==> src/rtl/canv_draw_agu_pkg.sv <==
// Shared widths, pipeline payload type and clip test for the canvas draw AGU.
// Widths follow the gfx codebase: signed CORDW coordinates, WORD-bit vram words and ADDRW-bit word addresses.
package canv_draw_agu_pkg;

    localparam int CORDW   = 16;
    localparam int WORD    = 32;
    localparam int ADDRW   = 20;
    localparam int PIX_IDW = $clog2(WORD);
    localparam int SHIFTW  = 3;
    localparam int APIXW   = ADDRW + PIX_IDW;
    localparam int CLIPW   = 16;

    // Per-pixel config captured at acceptance, so a config change only affects later pixels.
    typedef struct packed {
        logic [WORD-1:0]   colour;
        logic [ADDRW-1:0]  base;
        logic [SHIFTW-1:0] shift;
    } pix_cfg_t;

    // Coordinates are signed and the canvas size is unsigned, so one extra bit keeps both ranges exact.
    function automatic logic is_clipped(
        input logic [CORDW-1:0] px,
        input logic [CORDW-1:0] py,
        input logic [CORDW-1:0] w,
        input logic [CORDW-1:0] h
    );
        logic signed [CORDW:0] xs, ys, ws, hs;
        xs = {px[CORDW-1], px};
        ys = {py[CORDW-1], py};
        ws = {1'b0, w};
        hs = {1'b0, h};
        return px[CORDW-1] || py[CORDW-1] || (xs >= ws) || (ys >= hs);
    endfunction

endpackage

==> src/rtl/canv_wmask_gen.sv <==
// Combinational write-mask and replicated write-data generator for packed-pixel vram words.
// Also used by the blitter.
module canv_wmask_gen
    import canv_draw_agu_pkg::*;
(
    input  logic [SHIFTW-1:0]  addr_shift,
    input  logic [PIX_IDW-1:0] pix_id,
    input  logic [WORD-1:0]    colour,
    output logic [WORD-1:0]    wmask,
    output logic [WORD-1:0]    wdata
);

    localparam int OFFW = 2 * PIX_IDW + 1;
    localparam logic [PIX_IDW:0] WORD_B = (PIX_IDW + 1)'(WORD);
    localparam logic [PIX_IDW:0] ONE_B  = (PIX_IDW + 1)'(1);

    logic [PIX_IDW:0]   bpp;
    logic [PIX_IDW-1:0] lane;
    logic [WORD-1:0]    field;
    logic [OFFW-1:0]    bit_off;

    // NOTE: every output of this block is assigned on every pass, so no latch can be inferred.
    always_comb begin
        bpp     = WORD_B >> addr_shift;
        lane    = PIX_IDW'(bpp - ONE_B);
        field   = {WORD{1'b1}} >> (WORD_B - bpp);
        bit_off = OFFW'(pix_id) * OFFW'(bpp);
        wmask   = field << bit_off;
        // bpp is a power of two, so bit k of every slot maps to colour bit (k mod bpp).
        for (int k = 0; k < WORD; k++) begin
            wdata[k] = colour[PIX_IDW'(k) & lane];
        end
    end

endmodule

==> src/rtl/canv_draw_agu.sv <==
// Canvas draw AGU: clips pixel writes to the canvas and turns survivors into vram word writes.
// Three-stage pipeline with one global advance enable driven by the output handshake.
module canv_draw_agu
    import canv_draw_agu_pkg::*;
(
    input  logic               clk_sys,
    input  logic               rst_sys,
    input  logic [ADDRW-1:0]   addr_base,
    input  logic [SHIFTW-1:0]  addr_shift,
    input  logic [CORDW-1:0]   canv_w,
    input  logic [CORDW-1:0]   canv_h,
    input  logic               s_valid,
    output logic               s_ready,
    input  logic [CORDW-1:0]   x,
    input  logic [CORDW-1:0]   y,
    input  logic [WORD-1:0]    colour,
    output logic               m_valid,
    input  logic               m_ready,
    output logic [ADDRW-1:0]   addr,
    output logic [PIX_IDW-1:0] pix_id,
    output logic [WORD-1:0]    wdata,
    output logic [WORD-1:0]    wmask,
    output logic [CLIPW-1:0]   clip_cnt,
    output logic               busy
);

    logic               adv, accept, clip;
    logic               v1, v2;
    logic [CORDW-1:0]   x1;
    logic [APIXW-1:0]   row1, addr_pix2;
    pix_cfg_t           cfg1, cfg2;
    logic [PIX_IDW-1:0] pid_mask, pid_next;
    logic [WORD-1:0]    wmask_next, wdata_next;

    assign adv      = !m_valid || m_ready;
    assign s_ready  = adv;
    assign accept   = s_valid && adv;
    assign clip     = is_clipped(x, y, canv_w, canv_h);
    assign busy     = v1 || v2 || m_valid;
    assign pid_mask = PIX_IDW'((32'd1 << cfg2.shift) - 32'd1);
    assign pid_next = addr_pix2[PIX_IDW-1:0] & pid_mask;

    canv_wmask_gen u_wmask_gen (
        .addr_shift (cfg2.shift),
        .pix_id     (pid_next),
        .colour     (cfg2.colour),
        .wmask      (wmask_next),
        .wdata      (wdata_next)
    );

    // NOTE: datapath registers carry no reset; their contents only matter when the matching valid bit is set.
    always_ff @(posedge clk_sys) begin
        if (adv) begin
            x1        <= x;
            row1      <= APIXW'(y) * APIXW'(canv_w);
            cfg1      <= '{colour: colour, base: addr_base, shift: addr_shift};
            cfg2      <= cfg1;
            addr_pix2 <= row1 + APIXW'(x1);
        end
    end

    // NOTE: sequential state uses non-blocking assignments so every stage samples pre-edge values.
    always_ff @(posedge clk_sys or posedge rst_sys) begin
        if (rst_sys) begin
            v1       <= 1'b0;
            v2       <= 1'b0;
            m_valid  <= 1'b0;
            addr     <= '0;
            pix_id   <= '0;
            wdata    <= '0;
            wmask    <= '0;
            clip_cnt <= '0;
        end else begin
            if (adv) begin
                v1      <= accept && !clip;
                v2      <= v1;
                m_valid <= v2;
                if (v2) begin
                    addr   <= cfg2.base + ADDRW'(addr_pix2 >> cfg2.shift);
                    pix_id <= pid_next;
                    wdata  <= wdata_next;
                    wmask  <= wmask_next;
                end
            end
            if (accept && clip && clip_cnt != '1) begin
                clip_cnt <= clip_cnt + 16'd1;
            end
        end
    end

endmodule
==> config.mk <==
export PLATFORM = sky130hd
export DESIGN_NAME = canv_draw_agu
export DESIGN_NICKNAME = d
export VERILOG_FILES = /design/src/rtl/canv_draw_agu_pkg.sv /design/src/rtl/canv_wmask_gen.sv /design/src/rtl/canv_draw_agu.sv
export SDC_FILE = /design/constraint.sdc
export NUM_CORES = 1
export LEC_CHECK = 0
export CORE_MARGIN = 2
export CORE_UTILIZATION = 34
export CTS_BUF_LIST = sky130_fd_sc_hd__clkbuf_16
export CTS_CLUSTER_DIAMETER = 40
export DETAILED_ROUTE_END_ITERATION = 8
export PLACE_DENSITY = 0.63
export RECOVER_POWER = 25
export SYNTH_ARGS = -nofsm -noshare
export SYNTH_HDL_FRONTEND = slang
export SYNTH_SLANG_ARGS = --single-unit
==> constraint.sdc <==
create_clock -name clk_sys -period 10.8 [get_ports clk_sys]
set_input_delay 2.16 -clock clk_sys [delete_from_list [all_inputs] [get_ports clk_sys]]
set_output_delay 2.16 -clock clk_sys [all_outputs]
set_load 0.03 [all_outputs]
==> impl_summary.txt <==
----------------------------------------------------
[Power and ir drop]
  Cell area power density ... 271.6 mW/mm²
  Worst voltage drop across the vdd grid ... 0.2384 mV
  Total power after layout ... approximately 7.5 mW
  Static leakage power ... 12.29 nW

[Floorplanning]
  Die outline area ... 0.07004 mm²
  Ports ... 231
  Placement Rows ... 95
  Core box area ... 0.06716 mm²
  DIE WIDTH ... 264.7 µm
  Starting density of the core ... about 34%
  Die extent in y ... approximately 260 µm

[Global routing]
  Maximum number of pins on one net before global-route repair ... between 100 and 150
  Total congestion overflow ... 0
  Global-route wire length before repair ... 98330 µm
  Overall fraction of global-route tracks in use ... ~18%
  Via count of the first global-routing pass ... 17580
  Initial antenna violation count ... 4

[Place]
  HPWL reported at the end of detailed placement ... 49060 µm
  Placement-stage worst setup slack ... 1620 ps
  Port-buffer cells ... 230
  Global placer's final weighted congestion ... 0.9230

[Yosys]
  Number of enable-type register cells in the synthesized netlist ... roughly 180
  Sequential element share of the synthesized area ... roughly a third
  Count of cell types in the netlist ... slightly below 80
  Flip-flop cell with the highest count after synthesis ... edfxtp_1
  Synth Cell Area ... 0.02310 mm²
  Yosys top cell by area ... edfxtp_1
  Post-synth ARST share ... 38.03%
  FF+latch count, synth ... 284
  Count of warnings emitted by yosys ... 0
  Average size of a mapped cell ... 9.965 µm²
  Instance count of the mapped netlist ... 2318
  Share of Yosys cell area claimed by the top area cell type ... 22.88%
  Main area contributors after synthesis ... edfxtp_1 (23%), fa_1 (16%), dfrtp_1 (12%)

[Timing]
  Slew at the pin with the worst max-slew slack ... 1881 ps
  Max Transition Viols Final ... 38
  Setup violations, final ... 0
  Worst slew margin relative to its limit ... -26.09%
  RSZ-0062 raised after global routing ... no
  Final Cycle Share ... roughly four fifths
  Total Neg Setup Slack ... 0 ps
  Final setup slack of the worst path ... 2166 ps
  Final Hold Vio Count ... 0
  Maximum clock skew at final layout ... 21.73 ps
  Min Tclk post-route ... ~8600 ps
  Highest clock frequency the design can meet ... approximately 120 MHz

[Clock network]
  Post-CTS repair timing setup buffer count ... 0
  Post-cts sizing count ... 0
  Clock root cell ... clkbuf_16
  Clock latency reported for the late side of the worst-skew pair ... ~530 ps
  Reg clk slew, reported paths ... 60 ps
  Largest buffer count on any clock path ... 3
  CTS tree ... built
  Maximum level of the CTS H-tree ... 2
  Total clock buffers created by CTS ... 35
  Clock tree sinks ... 284
  Post-CTS Hold Fix Bufs ... 0

[Cells and area]
  Number of fill cells in the layout ... 6390
  P&R area growth vs syn ... 18.97%
  # diodes ... 0
  Ratio of cells with drive above 1 in the final layout ... 5.525%
  Final-stage net count ... 2988

[Route]
  1st-iter DRT viols ... 1260
  Via count of the routed design ... 17320
  Avg Vias per Cell ... 5.085
  Total wirelength of the detailed-routed design ... 62730 µm
  Final routed wire length divided by cell count ... 18.41 µm
  Remaining DRCs ... 0
  Number of nets still failing antenna checks after routing ... 0
  First-pass iteration count of the detailed router ... 7

[Setup path]
  Worst Setup Start Kind ... input pin
  Number of cells traversed by the worst register-to-register path ... 20
  Type of the setup path with the least slack ... input pin to flop
  Critical path data arrival time ... between 8000 and 9000 ps
  Worst R2R Start ... cfg2[2]
  Critical path capture point type ... flop
  Source of the critical timing path ... y[7]
  R2R setup slack ... approximately 3200 ps
  Worst R2R End ... wmask[31]
  Largest driver fanout on the critical path ... 17
  Data required time of the worst path ... around 11000 ps

[Run status]
  Status ... finished, violations left
  Violations in the final reports ... capacitance limit, slew limit

[Job]
  Number of max-cap violations ... 1

[Worst hold path]
  Worst hold path class ... flop to flop
  Hold Path Sink ... cfg2[38]
  Worst Hold Depth ... 0
  Start point of the worst min-delay path ... cfg1[38]

----------------------------------------------------
==> layer usage <==
metal	up-vias	routed length (µm)	track usage, %
li1	8187	-	-
met1	8497	27470	23.41
met2	552	30350	30.52
met3	87	3394	2.462
met4	0	1520	4.749
met5	-	0	0
==> flip-flops by register name, indices dropped and copies added (netlist names), 5 cells and up <==
| signal | flops |
|---|---|
| addr | 20 |
| pix_id | 5 |
| clip_cnt | 16 |
| x1 | 16 |
| cfg1 | 55 |
| row1 | 25 |
| cfg2 | 55 |
| addr_pix2 | 25 |
| wdata | 32 |
| wmask | 32 |
==> power by group <==
part           internal (mW)  switching (mW)  leakage (nW)  total [mW]
logic                   1.98            2.54          8.47        4.52
clock network          0.697           0.479         0.574        1.18
registers               1.60           0.168          3.24        1.77
==> worst max-delay path by stage <==
| stage | slack, ps | to | depth (start not counted) |
|---|---|---|---|
| global placement | 1710 | row1[23] | 21 |
| floorplan | 1110 | clip_cnt[4] | 5 |
| CTS | 2170 | row1[23] | 21 |
| finish | 2170 | row1[23] | 21 |
| detailed placement | 1620 | row1[23] | 21 |
| global route | 1850 | row1[23] | 21 |
==> cells by family after synthesis <==
group                      Yosys count  synth area share (%)
AOI/OAI and AO/OA                  391                 11.17
xor gates and xnor gates            92                 3.488
adders and majority gates          358                 25.53
buffers and inverters              411                 6.689
DFF                                284                 34.58
muxes                              101                 4.962
other                                2               0.03251
and+or+nand+nor                    679                 13.54
==> per-stage QoR <==
stage | hold slack, ps | area, µm² | cells | utilization [%]
2_1_floorplan | 400.3 | 23110 | 2321 | -
3_3_place_gp | 401.9 | 26300 | 3343 | 39.16
3_5_place_dp | 404.5 | 26300 | 3343 | 39.16
4_1_cts | 419.8 | 27480 | 3407 | 40.92
5_1_grt | 423.1 | 27480 | 3407 | 40.92
6_report | 417.2 | 27480 | 3407 | 40.92
==> layout make-up <==
| cell class | count | area, µm² | share of cell area, % |
|---|---|---|---|
| Clock buffer | 36 | 900.9 | 3.278 |
| Clock inverter | 28 | 281.5 | 1.024 |
| Inverter | 312 | 1172 | 4.266 |
| Multi-Input combinational cell | 1626 | 13600 | 49.48 |
| Sequential cell | 284 | 7988 | 29.06 |
| Tap cell | 873 | 1092 | 3.975 |
| Timing Repair Buffer | 248 | 2450 | 8.914 |
==> Yosys cell counts, types with 4 or more instances <==
cell type and number:
a2111oi_0 4, a211oi_1 17, a21o_1 31, a21oi_1 85, a221oi_1 4, a22o_1 12
a22oi_1 8, a31oi_1 6, a32oi_1 7, and2_1 90, and3_1 11, buf_1 10
clkbuf_1 87, dfrtp_1 108, edfxtp_1 176, fa_1 189, ha_1 169, inv_1 305
inv_2 4, mux2_2 38, mux2i_1 56, mux4_2 7, nand2_1 268, nand2b_1 12
nand3_1 27, nand4_1 9, nor2_1 154, nor2b_1 11, nor3_1 52, nor4_1 5
o2111ai_1 4, o211ai_1 18, o21a_1 18, o21ai_0 100, o21bai_1 13, o221ai_1 6
o22ai_1 9, o31ai_1 11, or2_2 6, or3_1 16, or4_1 4, xnor2_1 57
xor2_1 35
==> critical path: stages <==
cell,delay (ps)
clkdlybuf4s50_1,980
nand2_1,180
fa_1,570
inv_1,50
fa_1,490
inv_1,60
fa_1,490
fa_1,570
fa_1,430
fa_1,490
inv_1,40
ha_1,340
a21o_1,200
a21oi_1,190
o32ai_1,160
o41a_1,370
a41o_1,260
or4_1,430
a31o_1,240
a21oi_2,140
xnor2_1,70
==> cell usage in the layout (no fill, tap or decap), types with 7 or more instances in the layout <==
cell             instances
nor3_1                  51
clkdlybuf4s50_1        158
buf_4                   17
a22o_1                  12
o21a_1                  18
nor2b_1                 11
nand3_1                 27
ha_1                   169
xor2_1                  35
mux4_2                   7
edfxtp_1               176
a21o_1                  31
inv_1                  307
a32oi_1                  7
clkbuf_16               36
nor2_1                 154
o22ai_1                  9
and2_1                  90
a211oi_1                17
a22oi_1                  8
mux2i_1                 56
dlygate4sd3_1           72
o31ai_1                 11
o21ai_0                100
or3_1                   16
o211ai_1                18
nand2b_1                11
and3_1                  11
dfrtp_1                108
xnor2_1                 57
nand4_1                  9
nand2_1                267
fa_1                   189
o21bai_1                13
a21oi_1                 85
mux2_2                  38
Power figures use the tool's default switching activity.
==> patch 1: new RTL, config.mk and constraints unchanged <==
Change the package constant `ADDRW` from 20 to 10.
--- a/src/rtl/canv_draw_agu_pkg.sv
+++ b/src/rtl/canv_draw_agu_pkg.sv
@@ -5,5 +5,5 @@
     localparam int CORDW   = 16;
     localparam int WORD    = 32;
-    localparam int ADDRW   = 20;
+    localparam int ADDRW   = 10;
     localparam int PIX_IDW = $clog2(WORD);
     localparam int SHIFTW  = 3;
Interface: changed (resized addr and addr_base); port bits go from 231 to 211. No check against the original RTL was run, so the function may have changed too.
==> patch 1 against the unedited design <==
  * The run still ends with capacitance limit, slew limit left
  * Die area fell by 27%
  * Non-clock buffer count fell by 24
  * Wire length fell by 23%
  * Setup slack improved by 1.4 ns
  * Synthesized cell count fell by 27%
  * Final area fell by 24%
  * Area after synthesis fell by 27%
  * Via count fell by 23%
  * Power fell by 36%
  * Clock skew fell by 0.0098 ns
  * Critical path depth fell by 4
  * Sequential cell count fell by 51
  * Largest cell class unchanged
==> patch 1: results (changes against the unedited design) <==
** Global route
- Pin count of the biggest net entering global routing :: 84 (-31%)
- Antenna violations before repair :: 11 (+7)
- The fraction of met1 tracks used by global routing came to 0.249 (+0.0149).
- The via count of the first global-routing pass came to 13300 (-24%).
- The met3 track demand over resource was 0.0319 (+0.00726).

** STA
- The slew at the pin closest to its max-slew limit was 2.23 ns (+0.353 ns).
- Final critical path time including I/O delays and setup :: 7.28 ns (-1.36 ns)
- Number of pins with negative max-slew slack in the final report :: 43 (+13%)

** Placement
- Worst Setup Slack post-DPL :: 2.94 ns (+1.32 ns)
- The number of instances in the placed design came to 2507 (-25%).
- Placed Instance Area :: 19600 µm² (-25%)
- The number of buffers inserted by port buffering is 210 (-8.7%).

** Power
- The maximum resistive drop on vdd is 0.000154 V (-36%).
- Leakage power :: 9.06 nW (-26%)
- Clock-net power :: 1.22 mW (+3%)
- The areal power density over the cells is 228 nW/µm² (-16%).
- Overall power after layout :: 4.77 mW (-36%)
- Sequential power :: 1.33 mW (-25%)

** Logic synthesis
- Cell types occupying the most area after synthesis :: edfxtp_1, dfrtp_1, fa_1
- Number of synthesized flops with an enable pin :: 135 (-23%)
- Mux share of post-synthesis cell area :: 0.0429 (-0.00670)
- The fraction of the yosys area taken by sequential cells is 0.386 (+0.0403).
- FFs w/ async S/R, synth :: 0.421 (+0.0403)
- The adder-cell share of the synthesized area came to 0.192 (-0.0636).

** Routing
- Total wire length after detailed routing :: 48100 µm (-23%)
- Mean number of vias per cell :: 5.15 (+1.2%)
- The DRC marker count from the first detailed-route iteration is 971 (-23%).

** Setup path
- Reg-to-reg endpoint :: wmask[27]
- Reg2reg setup slack :: 3.87 ns (+0.66 ns)
- The maximum net fanout on the critical path was 12 (-5).

** Min path
- Startpoint of the tightest hold check path :: cfg1[7]

** Flow run
- Total of max-cap violations :: 1 (unchanged)

** Outcome
- Status :: complete, but fails checks
- The checks that failed: capacitance limit, slew limit.

** Layout
- Largest regs :: cfg1 x45, cfg2 x45
==> patch 1: cell count changes after synthesis, sizes merged, moves of 19 or more <==
cell and delta:
and2 -47, clkbuf -31, edfxtp -41, fa -107, ha -42, inv -145, mux2 -23, mux2i -19
nand2 -33, nor2 -65
==> patch 1: worst max-delay path: stages <==
cell,delay [ns]
clkdlybuf4s50_1,0.86
nand2_1,0.16
fa_1,0.55
inv_1,0.05
fa_1,0.43
fa_1,0.49
inv_1,0.05
fa_1,0.46
fa_1,0.54
inv_1,0.05
fa_1,0.47
ha_1,0.36
and2_1,0.17
o21ai_0,0.13
o21ai_0,0.14
o41ai_1,0.36
xnor2_1,0.12
==> patch 1: final cells by class <==
class                      count  area share
inverter                     168      0.0302
clock inverter                29      0.0112
multi-input combinational   1218       0.451
timing repair buffer         224       0.105
antenna                        2    0.000239
clock buffer                  43      0.0514
sequential                   233       0.311
tap                          664      0.0397
==> patch 2: new RTL, config.mk and constraints unchanged <==
Without the edit above. Register the output `clip_cnt` once more, with the module's reset; this adds one clock of latency there. The other outputs are not delayed to match.
--- a/src/rtl/canv_draw_agu.sv
+++ b/src/rtl/canv_draw_agu.sv
@@ -24,4 +24,6 @@
     output logic               busy
 );
+
+    logic [CLIPW-1:0] clip_cnt_s0;
 
     logic               adv, accept, clip;
@@ -70,5 +72,5 @@
             wdata    <= '0;
             wmask    <= '0;
-            clip_cnt <= '0;
+            clip_cnt_s0 <= '0;
         end else begin
             if (adv) begin
@@ -83,9 +85,17 @@
                 end
             end
-            if (accept && clip && clip_cnt != '1) begin
-                clip_cnt <= clip_cnt + 16'd1;
+            if (accept && clip && clip_cnt_s0 != '1) begin
+                clip_cnt_s0 <= clip_cnt_s0 + 16'd1;
             end
         end
     end
 
+    always_ff @(posedge clk_sys or posedge rst_sys) begin
+        if (rst_sys) begin
+            clip_cnt <= '0;
+        end else begin
+            clip_cnt <= clip_cnt_s0;
+        end
+    end
+
 endmodule
Behaviour: not the same (Yosys sat finds a counterexample within 4 cycles, from zero or initial values and one cycle with rst_sys high).
==> patch 2 against the unedited design <==
  * Area after synthesis up 2.9%
  * Combinational power about the same
  * Final area up 2.8%
  * Sequential cell count up 16
  * Wire length up 4.0%
  * First-iteration DRC count up 11%
  * Setup slack better by 0.40 ns
  * Non-clock buffer count unchanged
  * Largest cell class unchanged
  * Global-route usage up 0.50 points
  * Power up 1.7%
  * Die area up 2.8%
  * The run still ends with capacitance limit, slew limit left
  * Clock skew up 0.0034 ns
==> patch 2: results (changes against the unedited design) <==
** Outcome
- Status :: complete, but fails checks
- Violated checks :: capacitance limit, slew limit

** Global route
- The total global routing track utilization came to 0.182 (+0.00498).
- Via count of the first global-routing pass :: 18800 (+7.2%)
- The number of antenna violations at the first check in global routing was 5 (+1).
- The pin count of the biggest net entering global routing came to 90 (-26%).
- The global-route wire length before repair is 103000 µm (+5.2%).

** Logic synthesis
- Yosys warning count :: 0 (unchanged)
- Number of synthesized flops with an enable pin :: 176 (unchanged)
- Top FF cell, synth :: edfxtp_1
- Synth top cells by count :: inv_1, nand2_1, fa_1
- Cell types occupying the most area after synthesis :: edfxtp_1, fa_1, dfrtp_1
- The number of different library cells in the post-synthesis netlist is 84 (+9.1%).
- The fraction of the yosys area taken by sequential cells is 0.353 (+0.00713).
- FFs w/ async S/R, synth :: 0.413 (+0.0331)

** STA
- The worst-case headroom to the max-slew limit is -0.906 (-0.645).
- The setup clock skew after layout is 0.0251 ns (+0.00340 ns).
- The count of pins over their slew limit was 63 (+66%).

** Power
- The leakage power of the design is 12.6 nW (+2.3%).
- The maximum resistive drop on vdd came to 0.000214 V (-10%).

** Clock tree
- The number of instances resized during post-cts repair is 0 (unchanged).
- Worst skew pair latency :: 0.54 ns
- Number of buffers between clock root and the deepest sink :: 3 (unchanged)
- The maximum level of the CTS H-tree came to 2 (unchanged).
- The number of buffers created by CTS came to 38 (+8.6%).
- Clock-pin slew of the registers on the worst-case setup and hold paths :: 0.06 ns (about the same)
- The tree is rooted in a clkbuf_16.
- Setup Fix Bufs, Post-CTS :: 0 (unchanged)

** Flow run
- The total of max-cap violations came to 1 (unchanged).

** Setup path
- Required time reported for the critical path endpoint :: 11.08 ns (about the same)
- Source of the critical timing path :: y[7]
- Worst reg2reg path depth :: 20 (unchanged)
- Top fanout value on the critical path :: 17 (unchanged)
- Start of the worst register-to-register path :: cfg2[2]

** Layout
- The layout cell share with drive strength beyond 1 was 0.0572 (+0.00199).
- Final nets :: 3055 (+2.2%)
- The largest registers in the layout are cfg1 x55, cfg2 x55.
- The number of antenna diodes was 0 (unchanged).

** Placement
- The placed wire-length estimate was 50300 µm (+2.5%).
- The last weighted congestion value of the routability-driven placer is 0.911 (-1.3%).
- The number of buffers inserted by port buffering is 230 (unchanged).

** Routing
- The per-cell routed wire length is 18.5 µm (+0.30%).
- The iteration count of the initial detailed-routing pass is 8 (+1).
- DRC violation total after the first TritonRoute iteration :: 1403 (+11%)
- Mean number of vias per cell :: 5.07 (-0.32%)
- Number of nets still failing antenna checks after routing :: 0 (unchanged)

** Min path
- Number of cells on the worst hold path :: 0 (unchanged)
- Startpoint of the tightest hold check path :: clip_cnt_s0[7]
- The min-delay analysis places its worst path in the category reg2reg.
patch 2: worst paths after layout:
kind / end / slack, ns
max in group asynchronous: wdata[13] / 6.08
hold reg to reg: clip_cnt[7] / 0.39
min in group asynchronous: pix_id[2] / 2.90
hold / removal: clip_cnt[7] / 0.39
setup / recovery: row1[23] / 2.57
setup reg to reg: wmask[23] / 3.04
patch 2: worst max-delay path, cell delays in order:
cell	delay (ns)
clkdlybuf4s50_1	1.01
nand2_1	0.19
fa_1	0.57
inv_1	0.05
fa_1	0.47
inv_1	0.05
fa_1	0.47
fa_1	0.56
fa_1	0.42
fa_1	0.49
inv_1	0.04
ha_1	0.33
nand4_1	0.12
o22ai_1	0.08
or2_2	0.29
o41ai_1	0.53
o211ai_1	0.21
a31oi_1	0.21
o21bai_1	0.09
xor2_1	0.14
patch 2: cell type report:
class	count	area [µm²]
clock inverters	28	225
multi-input cells	1672	13800
clock buffers	41	1030
inverters	314	1180
flip-flops and latches	300	8390
well taps	931	1160
repair buffers	248	2440
fillers	6707	40700
patch 2: logic make-up (layout without fill, tap and decap cells):
group,after synthesis,after routing,share of synthesized area
adders and majority gates,358,358,0.248
and+or+nand+nor,701,701,0.139
buffers and inverters,415,631,0.0662
DFF,300,300,0.353
AOI/OAI and AO/OA,423,423,0.116
other,2,5,0.000316
xor gates and xnor gates,91,91,0.0335
muxes,94,94,0.0440
patch 2: power by group:
part / internal, mW / switching (mW)
sequential: 1.66 / 0.165
combinational: 1.91 / 2.61
clock: 0.726 / 0.511
patch 2: per-stage QoR:
| step | power, mW | setup WS, ns | hold slack, ns | area (µm²) | std cells |
|---|---|---|---|---|---|
| floorplan | 5.05 | 0.985 | 0.354 | 23800 | 2387 |
| global placement | 6.27 | 2.07 | 0.386 | 27000 | 3465 |
| detailed placement | 6.39 | 2.03 | 0.384 | 27000 | 3465 |
| CTS | 7.66 | 2.62 | 0.398 | 28300 | 3534 |
| global route | 8.27 | 2.30 | 0.406 | 28300 | 3534 |
| finish | 7.59 | 2.57 | 0.389 | 28300 | 3534 |
patch 2: per-layer routing:
layer | GRT usage | vias to the layer above | wire length [µm]
li1 | - | 8444 | -
met1 | 0.246 | 8769 | 29300
met2 | 0.303 | 583 | 30200
met3 | 0.0245 | 116 | 3800
met4 | 0.0599 | 0 | 1990
met5 | 0 | - | 0
